<file path="config.mk">
export PLATFORM = sky130hd
export DESIGN_NAME = rotate_page_scheduler
export DESIGN_NICKNAME = d
export VERILOG_FILES = /design/src/rtl/rotate_pkg.sv /design/src/rtl/rotate_page_select.sv /design/src/rtl/rotate_page_scheduler.sv
export SDC_FILE = /design/constraint.sdc
export NUM_CORES = 1
export LEC_CHECK = 0
export CORE_ASPECT_RATIO = 0.5
export CORE_MARGIN = 8
export CORE_UTILIZATION = 30
export CTS_CLUSTER_SIZE = 14
export DETAILED_ROUTE_END_ITERATION = 8
export GPL_TIMING_DRIVEN = 0
export PLACE_DENSITY = 0.56
export SKIP_CTS_REPAIR_TIMING = 1
export SYNTH_ARGS = -nofsm -noshare
export SYNTH_HDL_FRONTEND = slang
export SYNTH_HIERARCHICAL = 1
export SYNTH_SLANG_ARGS = --single-unit
export TNS_END_PERCENT = 10
</file>
<file path="constraint.sdc">
create_clock -name clk -period 3.3 [get_ports clk]
set_input_delay 0.33 -clock clk [delete_from_list [all_inputs] [get_ports clk]]
set_output_delay 0.33 -clock clk [all_outputs]
set_load 0.05 [all_outputs]
</file>
<file path="src/rtl/rotate_pkg.sv">
// Shared types and helpers for the rotation frame-store page scheduler.
package rotate_pkg;

  typedef logic [1:0] page_t;

  localparam int STAT_W = 8;
  localparam logic [STAT_W-1:0] STAT_MAX = '1;

  function automatic longint unsigned buf_words(input int unsigned width,
                                                input int unsigned height);
    return 64'(width) * 64'(height);
  endfunction

  // Counters stick at STAT_MAX instead of wrapping.
  function automatic logic [STAT_W-1:0] sat_add(input logic [STAT_W-1:0] cnt,
                                                input logic [1:0] inc);
    logic [STAT_W:0] sum;
    sum = {1'b0, cnt} + (STAT_W+1)'(inc);
    return sum[STAT_W] ? STAT_MAX : sum[STAT_W-1:0];
  endfunction

endpackage

</file>
<file path="src/rtl/rotate_page_select.sv">
// Picks the lowest page that is neither displayed nor holding the pending frame.
import rotate_pkg::*;

module rotate_page_select #(
  parameter int PAGES = 3
) (
  input  page_t rd_page,
  input  logic  rd_valid,
  input  page_t ready_idx,
  input  logic  ready_valid,
  output page_t sel_page,
  output logic  force_drop
);

  logic found;

  // With only two pages the pending frame may have to be sacrificed.
  always_comb begin
    sel_page   = '0;
    found      = 1'b0;
    force_drop = 1'b0;
    for (int i = 0; i < PAGES; i++) begin
      if (!found &&
          !(rd_valid && rd_page == page_t'(i)) &&
          !(ready_valid && ready_idx == page_t'(i))) begin
        sel_page = page_t'(i);
        found    = 1'b1;
      end
    end
    if (!found) begin
      sel_page   = {1'b0, ~rd_page[0]};
      force_drop = 1'b1;
    end
  end

endmodule

</file>
<file path="src/rtl/rotate_page_scheduler.sv">
// Page manager for the rotation frame store: grants writer/reader pages,
// keeps the newest completed frame for the reader and counts drops/repeats.
import rotate_pkg::*;

module rotate_page_scheduler #(
  parameter int WIDTH  = 320,
  parameter int HEIGHT = 240,
  parameter int AW     = 18,
  parameter int PAGES  = 3
) (
  input  logic              clk,
  input  logic              reset_n,
  input  logic              wr_start,
  input  logic              wr_done,
  output logic              wr_allow,
  output logic [1:0]        wr_page,
  output logic [AW-1:0]     wr_base,
  input  logic              rd_start,
  input  logic              freeze,
  output logic              rd_valid,
  output logic [1:0]        rd_page,
  output logic [AW-1:0]     rd_base,
  input  logic              clr_stats,
  output logic [STAT_W-1:0] drop_cnt,
  output logic [STAT_W-1:0] repeat_cnt
);

  localparam longint unsigned BUF_L   = buf_words(WIDTH, HEIGHT);
  localparam longint unsigned TOTAL_L = 64'(PAGES) * BUF_L;

  localparam logic [AW-1:0] BUF_WORDS  = AW'(BUF_L);
  localparam logic [AW-1:0] HEIGHT_AW  = AW'(HEIGHT);
  localparam logic [AW-1:0] WR_OFFSET  = BUF_WORDS - HEIGHT_AW;
  localparam logic [AW-1:0] PAGE_BASE1 = AW'(BUF_L);
  localparam logic [AW-1:0] PAGE_BASE2 = AW'(64'd2 * BUF_L);

  generate
    if (PAGES != 2 && PAGES != 3) begin : g_bad_pages
      $error("rotate_page_scheduler: PAGES must be 2 or 3");
    end
    if (TOTAL_L > (64'd1 << AW)) begin : g_bad_aw
      $error("rotate_page_scheduler: PAGES*WIDTH*HEIGHT exceeds 2^AW");
    end
  endgenerate

  // Page bases are constant multiples, so a lookup replaces a multiplier.
  function automatic logic [AW-1:0] page_base(input page_t p);
    case (p)
      2'd1:    return PAGE_BASE1;
      2'd2:    return PAGE_BASE2;
      default: return '0;
    endcase
  endfunction

  logic  writing;
  logic  ready_valid;
  page_t ready_idx;

  logic  s1_writing, s1_ready_valid, s1_rd_valid;
  page_t s1_ready_idx, s1_rd_page;
  logic  done_drop, repeat_inc;

  logic  n_writing, n_ready_valid;
  page_t n_wr_page;
  logic  abandon_drop, force_drop_apply;
  logic  [1:0] drop_inc;

  page_t sel_page;
  logic  sel_force_drop;

  assign wr_allow = writing;

  // First half of the cycle: a finishing frame, then the reader's pickup,
  // so the reader can take a frame completed in the same cycle.
  always_comb begin
    s1_writing     = writing;
    s1_ready_valid = ready_valid;
    s1_ready_idx   = ready_idx;
    s1_rd_valid    = rd_valid;
    s1_rd_page     = rd_page;
    done_drop      = 1'b0;
    repeat_inc     = 1'b0;
    if (wr_done && writing) begin
      done_drop      = ready_valid;
      s1_ready_idx   = wr_page;
      s1_ready_valid = 1'b1;
      s1_writing     = 1'b0;
    end
    if (rd_start) begin
      if (!freeze && s1_ready_valid) begin
        s1_rd_page     = s1_ready_idx;
        s1_rd_valid    = 1'b1;
        s1_ready_valid = 1'b0;
      end else begin
        repeat_inc = rd_valid;
      end
    end
  end

  rotate_page_select #(
    .PAGES(PAGES)
  ) u_select (
    .rd_page    (s1_rd_page),
    .rd_valid   (s1_rd_valid),
    .ready_idx  (s1_ready_idx),
    .ready_valid(s1_ready_valid),
    .sel_page   (sel_page),
    .force_drop (sel_force_drop)
  );

  always_comb begin
    n_writing        = s1_writing;
    n_wr_page        = wr_page;
    n_ready_valid    = s1_ready_valid;
    abandon_drop     = 1'b0;
    force_drop_apply = 1'b0;
    if (wr_start) begin
      abandon_drop = s1_writing;
      n_wr_page    = sel_page;
      n_writing    = 1'b1;
      if (sel_force_drop) begin
        n_ready_valid    = 1'b0;
        force_drop_apply = 1'b1;
      end
    end
    drop_inc = 2'(done_drop) + 2'(abandon_drop) + 2'(force_drop_apply);
  end

  always_ff @(posedge clk or negedge reset_n) begin
    if (!reset_n) begin
      writing     <= 1'b0;
      wr_page     <= '0;
      wr_base     <= WR_OFFSET;
      rd_valid    <= 1'b0;
      rd_page     <= '0;
      rd_base     <= '0;
      ready_valid <= 1'b0;
      ready_idx   <= '0;
      drop_cnt    <= '0;
      repeat_cnt  <= '0;
    end else begin
      writing     <= n_writing;
      wr_page     <= n_wr_page;
      wr_base     <= page_base(n_wr_page) + WR_OFFSET;
      rd_valid    <= s1_rd_valid;
      rd_page     <= s1_rd_page;
      rd_base     <= page_base(s1_rd_page);
      ready_valid <= n_ready_valid;
      ready_idx   <= s1_ready_idx;
      if (clr_stats) begin
        drop_cnt   <= '0;
        repeat_cnt <= '0;
      end else begin
        drop_cnt   <= sat_add(drop_cnt, drop_inc);
        repeat_cnt <= sat_add(repeat_cnt, {1'b0, repeat_inc});
      end
    end
  end

endmodule

</file>
==> run_results.csv, run 1 <==
group,metric,value,unit
cells_and_area,fin_util,42.7,%
setup_path,path_class,"input port to register",
placed_design,gp_congestion,0.736,
yosys,synth.most_common_cell,"dfrtp_1",
die,dieArea,8990,um^2
setup_path,crit_required,3.44,ns
die,core-area,5980,um^2
global_routing,grt_usage,9.26,%
yosys,synth_top_cell_by_area,"dfrtp_1",
cells_and_area,syn_to_final_growth,39.9,%
die,start_util,30.5,%
setup_path,startpoint_type,"input port",
power,p_leak,1.22,nW
die,die_w,126,um
sta,setup_tns,0,ns
run,maxCapViolations,0,
global_routing,grt_max_degree,34,
die,row_count,20,
detailed_routing,dr_total_vias,1344,
yosys,synth_edf_count,0,
cells_and_area,drive_above_1_share,21.3,%
detailed_routing,drt_first_pass_iters,4,
cts,root_buffer,"clkbuf_16",
setup_path,path_max_fanout,5,
sta,worst_pin_slew,0.741,ns
global_routing,grt_pass1_vias,1419,
detailed_routing,antenna_left,0,
yosys,seq_area_frac_synth,45.3,%
cts,cts.sinks,33,
detailed_routing,route.detailed.drc,0,
global_routing,grt_pass1_wl,6720,um
yosys,yosys.area.top_type_share,42.5,%
global_routing,overflow,0,
sta,setup_viol,0,
die,ios,65,
placed_design,io_buffers,42,
global_routing,met2_usage,15.7,%
cts,clkTransAtPathRegs,0.05,ns
yosys,synth_area_per_cell,10.7,um^2
yosys,ys_async_sr_fraction,100,%
setup_path,end_kind,"register",
detailed_routing,via_per_inst,4.24,
cts,cts_tree,"built",
yosys,synth_ff_type,"dfrtp_1",
yosys,synthCells,171,
detailed_routing,wirelength,3830,um
detailed_routing,detail_route.wl_per_cell,12.1,um
cts,clock_latency,0.27,ns
power,powerDensity,803,nW/um^2
sta,finalCriticalPeriod,2.66,ns
placed_design,hpwl,3000,um
cts,clock_path_buffers,2,
detailed_routing,drtIter0Drc,40,
run_status,status,"complete, no violations",
setup_path,worstPathArrival,2.79,ns
sta,report.final.slew_viol_count,0,
yosys,yosys_warnings,6,
cts,cts_buffers,5,
cts,ctsHtreeMaxLevel,2,
sta,slew_headroom,50.6,%
cells_and_area,antennaDiodeCount,0,
sta,rsz0062_at_grt,"false",
yosys,synth_common_cells,"dfrtp_1 (31), buf_4 (29), inv_1 (14)",
global_routing,grt_util_met3,3.97,%
global_routing,antenna_found_initial,0,
sta,fmax,376,MHz
sta,timing.final.crit_share,80.5,%
sta,fin_skew,0.00287,ns
power,ir_drop,235,uV
cells_and_area,fillers,574,
sta,hold_viol,0,
yosys,ys_seq_elements,33,
yosys,ys_top_cells_by_area,"dfrtp_1 (42%), buf_4 (12%), ha_1 (5.5%), mux2_4 (3.3%), a21oi_1 (3.0%)",
cells_and_area,nNetsFinal,256,
hold_path,min_path_type,"input port to asynchronous set/reset pin",
die,die_height,71.2,um
global_routing,grtUsageMet1,9.75,%
yosys,synth_cell_types,41,
global_routing,grt_most_used_layer,"met2",
yosys,synthesis.area,1830,um^2
-- area by class of cell --
class	count	area, um^2	share of cell area [%]
Sequential cell	33	828	32.4
Buffer	32	230	9.01
Multi-Input combinational cell	111	787	30.8
Inverter	14	52.6	2.06
Timing Repair Buffer	42	415	16.3
Tap cell	77	96.3	3.77
Clock buffer	8	146	5.73
-- final timing paths --
kind | start | end | slack (ns) | cells past startpoint
max in group asynchronous | reset_n | ready_idx[0] | 2.70 | 1
min in group clk | ready_idx[1] | ready_idx[1] | 0.52 | 1
setup / recovery | wr_done | drop_cnt[5] | 0.64 | 9
hold reg to reg | ready_idx[1] | ready_idx[1] | 0.52 | 1
hold / removal | reset_n | repeat_cnt[6] | 0.11 | 1
setup reg to reg | wr_allow | drop_cnt[5] | 0.81 | 8
-- cells in the final DEF (no fill, tap or decap), drive strengths merged, types with 4 or more instances in the layout --
master,instances
inv,14
buf,31
clkdlybuf4s50,41
nand2,4
conb,22
mux2i,4
dfrtp,31
clkbuf,10
nor3,6
a21oi,12
ha,8
a31oi,7
mux2,5
-- routing by layer --
metal | wire, um | share of wire [%]
met2 | 1940 | 51
met1 | 1570 | 41
met4 | 81 | 2.1
met5 | 0 | 0
met3 | 224 | 5.9
-- critical path, stage by stage --
cell	delay (ns)
clkdlybuf4s50_1	0.56
nand3_1	0.13
fa_1	0.52
inv_1	0.04
ha_1	0.22
fa_1	0.44
and4_1	0.26
nand4_1	0.19
a31oi_1	0.11
-- state kept, by name, summed over array words and instances, names as in the netlist --
signal,flops
rd_base,3
drop_cnt,8
wr_allow,1
ready_valid,1
wr_page,2
wr_base,5
repeat_cnt,8
rd_valid,1
ready_idx,2
rd_page,2
-- kinds of logic (layout without fill, tap and decap cells) --
group	Yosys count	count (layout)	synth area share, %
fa+ha+maj	10	10	7.67
flops	33	33	45.3
xor+xnor	3	3	1.44
compound gates	27	27	9.25
buf+inv	46	96	15.5
simple gates	40	40	14.1
other cells	3	22	0.616
mux	9	9	6.10
-- power by group --
part | total, W | internal (W) | leakage [nW] | switching, W
Clock | 0.000456 | 0.000300 | 0.0712 | 0.000155
Sequential | 0.000562 | 0.000509 | 0.425 | 0.0000525
Combinational | 0.00104 | 0.000371 | 0.727 | 0.000665
Total | 0.00205 | 0.00118 | 1.22 | 0.000873
-- through the flow --
| step | setup WS [ns] | cells | instance area [um^2] | hold WS [ns] | total power (W) |
|---|---|---|---|---|---|
| floorplan | 0.620 | 190 | 1900 | 0.0344 | 0.00131 |
| global placement | 0.345 | 309 | 2410 | 0.506 | 0.00161 |
| detailed placement | 0.357 | 309 | 2410 | 0.446 | 0.00162 |
| CTS | 0.634 | 317 | 2560 | 0.148 | 0.00208 |
| global route | 0.483 | 317 | 2560 | 0.175 | 0.00217 |
| finish | 0.644 | 317 | 2560 | 0.114 | 0.00205 |
Note: power is estimated with default switching activity, not from simulation.
==> inputs of run 2 (changes only) <==
==> constraint.sdc (replaced) <==
create_clock -name clk -period 2.6 [get_ports clk]
set_input_delay 0.26 -clock clk [delete_from_list [all_inputs] [get_ports clk]]
set_output_delay 0.26 -clock clk [all_outputs]
set_load 0.05 [all_outputs]
==> run_results.csv, run 2 (synthesis gave the netlist of run 1 again) <==
group,metric,value,unit
cells_and_area,top_regs,"drop_cnt x8, repeat_cnt x8, wr_base x5",
die,die_w,126,um
power,powerDensity,1030,nW/um^2
sta,rsz0062_at_grt,"false",
detailed_routing,drtIter0Drc,34,
setup_path,endpoint,"drop_cnt[3]",
setup_path,ff2ff_path_depth,8,
cells_and_area,layout_common_cells,"clkdlybuf4s50_1 (40), dfrtp_1 (30), buf_4 (29)",
power,ir_drop,302,uV
setup_path,path_cells,"nand3_1 > fa_1 > inv_1 > ha_1 > fa_2 > and4_1 > nand4_1 > a31oi_1",
setup_path,rrSetupSlack,0.23,ns
detailed_routing,wirelength,3860,um
sta,holdWs,0.0370,ns
sta,setup_viol,0,
setup_path,cp_slowest_cell,"fa_1",
die,dieArea,8990,um^2
cts,cts_buffers,5,
setup_path,reg2reg_from,"wr_allow",
die,start_util,30.5,%
global_routing,overflow,0,
cts,clock_latency,0.28,ns
setup_path,worstPathArrival,2.51,ns
cells_and_area,nNetsFinal,256,
run_status,status,"complete, no violations",
cts,clock_path_buffers,2,
setup_path,end_kind,"register",
power,p_leak,1.24,nW
detailed_routing,dr_total_vias,1331,
sta,hold_viol,0,
sta,report.final.slew_viol_count,0,
sta,fin_skew,0.00428,ns
cts,cts.sinks,33,
sta,finalCriticalPeriod,2.37,ns
power,p_clk_share,23.1,%
global_routing,antenna_found_initial,0,
setup_path,startpoint_type,"register",
die,die_height,71.2,um
detailed_routing,detail_route.wl_per_cell,12.2,um
die,core-area,5980,um^2
placed_design,hpwl,2990,um
cells_and_area,antennaDiodeCount,0,
cells_and_area,drive_above_1_share,22.9,%
setup_path,path_class,"register to register",
power,switchingPower,0.00112,W
detailed_routing,antenna_left,0,
placed_design,io_buffers,42,
sta,slew_headroom,51.4,%
cts,root_buffer,"clkbuf_16",
global_routing,grt_usage,9.39,%
cts,clkTransAtPathRegs,0.05,ns
cells_and_area,syn_to_final_growth,40.9,%
cts,cts_tree,"built",
sta,timing.final.crit_share,91.2,%
cells_and_area,final_common_cell,"clkdlybuf4s50_1",
power,p_sw_share,42.3,%
setup_path,crit_required,2.74,ns
global_routing,grt_pass1_vias,1441,
sta,worst_pin_slew,0.729,ns
detailed_routing,route.detailed.drc,0,
detailed_routing,via_per_inst,4.20,
setup_path,path_max_fanout,6,
die,row_count,20,
setup_path,startpoint,"wr_allow",
power,internal-power,0.00152,W
cts,ctsHtreeMaxLevel,2,
hold_path,min_path_type,"input port to asynchronous set/reset pin",
placed_design,gp_congestion,0.750,
setup_path,worst_path_largest_cell_delay,0.51,ns
run,maxCapViolations,0,
die,ios,65,
global_routing,grt_max_degree,34,
power,p_seq_share,27.0,%
power,comb_power_share,49.8,%
setup_path,r2r_end,"drop_cnt[3]",
detailed_routing,drt_first_pass_iters,4,
cells_and_area,fin_util,43.0,%
cells_and_area,stdcell_count,317,
global_routing,grt_pass1_wl,6880,um
placed_design,dp.cells,309,
sta,fmax,422,MHz
[run 2: cell types whose count changed in the layout (fill, tap and decap cells not counted), sizes merged]
cell / previous run / this run
dlymetal6s2s: 0 / 1
clkbuf: 10 / 9
clkinv: 0 / 1
clkdlybuf4s50: 41 / 40
[run 2: worst max-delay path, delay by kind of cell, from the launching register on]
kind,cells,cell delay (ns)
adder cells (fa/ha/maj),3,1.10
AND/OR/NAND/NOR,3,0.55
flip-flops,1,0.41
AO/OA/AOI/OAI,1,0.12
buffers and inverters,1,0.04
[run 2: layer usage]
layer	part of all wire (%)	track usage, %	wire length, um	vias to the layer above
li1	-	-	-	674
met1	41	9.61	1580	613
met2	50	16.4	1910	36
met3	7.3	3.60	281	8
met4	2.2	5.28	86	0
met5	0	0	0	-
[run 2: cell type report]
type                            count  area [um^2]
Fill cell                         582         3410
Sequential cell                    33          830
Multi-Input combinational cell    111          790
Timing Repair Buffer               42          418
Buffer                             32          230
Clock buffer                        7          153
Tap cell                           77         96.3
Inverter                           14         52.6
Clock inverter                      1         5.00
[run 2: worst min-delay path by stage]
| stage | startpoint | endpoint | slack, ns | cells after the start |
|---|---|---|---|---|
| 2_1_floorplan | reset_n | drop_cnt[0] | -0.04 | 0 |
| 3_3_place_gp | ready_idx[1] | ready_idx[1] | 0.51 | 1 |
| 3_5_place_dp | reset_n | repeat_cnt[6] | 0.37 | 1 |
| 4_1_cts | reset_n | repeat_cnt[6] | 0.08 | 1 |
| 5_1_grt | reset_n | drop_cnt[3] | 0.12 | 1 |
| 6_report | reset_n | repeat_cnt[6] | 0.04 | 1 |
[run 2: through the flow]
stage | total power [W] | setup TNS, ns | instance area, um^2 | setup slack [ns]
after floorplan | 0.00166 | 0 | 1900 | 0.0480
after global placement | 0.00204 | -1.98 | 2420 | -0.295
after detailed placement | 0.00205 | -1.91 | 2410 | -0.270
after CTS | 0.00268 | 0 | 2570 | 0.00779
after global routing | 0.00279 | 0 | 2570 | 0.0808
final | 0.00264 | 0 | 2570 | 0.229
[run 2: power groups by stage]
stage	Clock [W]	Sequential, W	Combinational (W)
final	0.000611	0.000714	0.00132
after global routing	0.000651	0.000734	0.00141
after CTS	0.000626	0.000718	0.00133
after detailed placement	0	0.000724	0.00133
after global placement	0	0.000723	0.00132
after floorplan	0	0.00107	0.000596
==> inputs of run 3 (changes only) <==
--- a/config.mk
+++ b/config.mk
@@ -6,7 +6,6 @@
 export NUM_CORES = 1
 export LEC_CHECK = 0
 export CORE_ASPECT_RATIO = 0.5
-export CORE_MARGIN = 8
 export CORE_UTILIZATION = 30
 export CTS_CLUSTER_SIZE = 14
 export DETAILED_ROUTE_END_ITERATION = 8
==> run_results.csv, run 3 (synthesis gave the netlist of run 1 again) <==
group,metric,value,unit
global_routing,grt_max_degree,34,
cts,clock_latency,0.28,ns
cells_and_area,fillers,554,
sta,worst_pin_slew,0.716,ns
die,die_w,112,um
cts,cts_tree,"built",
cts,clock_path_buffers,2,
detailed_routing,via_per_inst,4.28,
cts,cts_buffers,5,
cts,clkTransAtPathRegs,0.05,ns
cells_and_area,top_regs,"drop_cnt x8, repeat_cnt x8, wr_base x5",
die,ios,65,
sta,hold_viol,0,
detailed_routing,drtIter0Drc,33,
sta,setup_viol,0,
sta,finalCriticalPeriod,2.37,ns
die,dieArea,6420,um^2
placed_design,io_buffers,42,
cts,cts.sinks,33,
setup_path,critPathBufInv,1,
detailed_routing,dr_total_vias,1341,
setup_path,path_class,"register to register",
setup_path,crit_required,2.74,ns
sta,slew_headroom,52.2,%
detailed_routing,detail_route.wl_per_cell,11.0,um
die,die_height,57.2,um
power,ir_drop,398,uV
detailed_routing,drt_first_pass_iters,3,
cells_and_area,final_common_cell,"clkdlybuf4s50_1",
cells_and_area,fin_util,44.9,%
placed_design,hpwl,2640,um
run,maxCapViolations,0,
hold_path,min_path_type,"input port to asynchronous set/reset pin",
detailed_routing,antenna_left,0,
global_routing,grt_pass1_wl,5780,um
global_routing,overflow,0,
power,p_leak,1.23,nW
die,start_util,32.2,%
cells_and_area,drive_above_1_share,22.5,%
cells_and_area,syn_to_final_growth,39.6,%
placed_design,gp_congestion,0.793,
power,powerDensity,1010,nW/um^2
cells_and_area,nNetsFinal,256,
die,core-area,5680,um^2
setup_path,path_cells,"nand3_1 > fa_1 > inv_1 > ha_1 > fa_2 > and4_1 > nand4_1 > a31oi_1",
sta,fmax,422,MHz
cts,ctsHtreeMaxLevel,2,
placed_design,dp.cells,305,
sta,fin_skew,0.00203,ns
setup_path,worst_path_largest_cell_delay,0.51,ns
sta,rsz0062_at_grt,"false",
run_status,status,"complete, no violations",
setup_path,startpoint_type,"register",
setup_path,worstPathArrival,2.51,ns
cells_and_area,layout_common_cells,"clkdlybuf4s50_1 (40), dfrtp_1 (30), buf_4 (29)",
cells_and_area,antennaDiodeCount,0,
setup_path,end_kind,"register",
setup_path,path_max_fanout,6,
setup_path,cp_slowest_cell,"fa_1",
global_routing,grt_pass1_vias,1318,
global_routing,grt_usage,11.8,%
setup_path,crit_family,"adder cells",
cts,root_buffer,"clkbuf_16",
global_routing,antenna_found_initial,0,
sta,report.final.slew_viol_count,0,
die,row_count,19,
sta,timing.final.crit_share,91.1,%
detailed_routing,route.detailed.drc,0,
cells_and_area,stdcell_count,313,
detailed_routing,wirelength,3440,um
==> run 3: cell types whose count changed in the layout (fill, tap and decap cells not counted) <==
cell,delta
clkinv_2,+1
clkbuf_1,+1
clkbuf_8,-2
==> run 3: metrics by stage <==
step                      setup TNS, ns  hold slack [ns]  cell area (um^2)  setup WS, ns  power (W)
after floorplan                       0          -0.0356              1900        0.0480    0.00166
after global placement            -1.93            0.506              2410        -0.289    0.00203
after detailed placement          -2.14            0.379              2410        -0.312    0.00205
after CTS                       -0.0904           0.0767              2540       -0.0259    0.00263
after global routing                  0            0.105              2550        0.0665    0.00272
final                                 0           0.0339              2550         0.232    0.00259
==> run 3: path summary, 6_finish.rpt <==
path	from	to	slack, ns	cells past startpoint
max in group asynchronous	reset_n	wr_allow	2.06	1
max reg2reg	wr_allow	drop_cnt[3]	0.23	8
max	wr_allow	drop_cnt[3]	0.23	8
min in group clk	wr_done	wr_allow	0.38	3
min reg2reg	ready_idx[1]	ready_idx[1]	0.53	1
min	reset_n	drop_cnt[6]	0.03	1
==> run 3: cell type report <==
type | count | area (um^2) | share of cell area (%)
Clock inverter | 2 | 10.0 | 0.393
Inverter | 14 | 52.6 | 2.06
Buffer | 32 | 230 | 9.03
Timing Repair Buffer | 42 | 418 | 16.4
Clock buffer | 6 | 129 | 5.05
Multi-Input combinational cell | 111 | 790 | 31.0
Tap cell | 73 | 91.3 | 3.58
Sequential cell | 33 | 830 | 32.5
==> run 3: routing by layer <==
layer,vias up,wire [um],track usage [%]
li1,674,-,-
met1,617,1480,13.1
met2,41,1700,20.4
met3,9,175,3.29
met4,0,85,7.43
met5,-,0,0
==> run 3: power breakdown <==
group | leakage [nW] | total [W] | switching, W | internal (W)
Clock | 0.0706 | 0.000560 | 0.000210 | 0.000351
Combinational | 0.734 | 0.00131 | 0.000836 | 0.000474
Sequential | 0.424 | 0.000718 | 0.0000712 | 0.000646
==> run 3: worst register-to-register path, delay by kind of cell, from the launching register on <==
kind / cells / cell delay, ns
AOI/OAI and AO/OA: 1 / 0.11
DFF: 1 / 0.41
adders and majority gates: 3 / 1.10
and+or+nand+nor: 3 / 0.56
buffers and inverters: 1 / 0.04
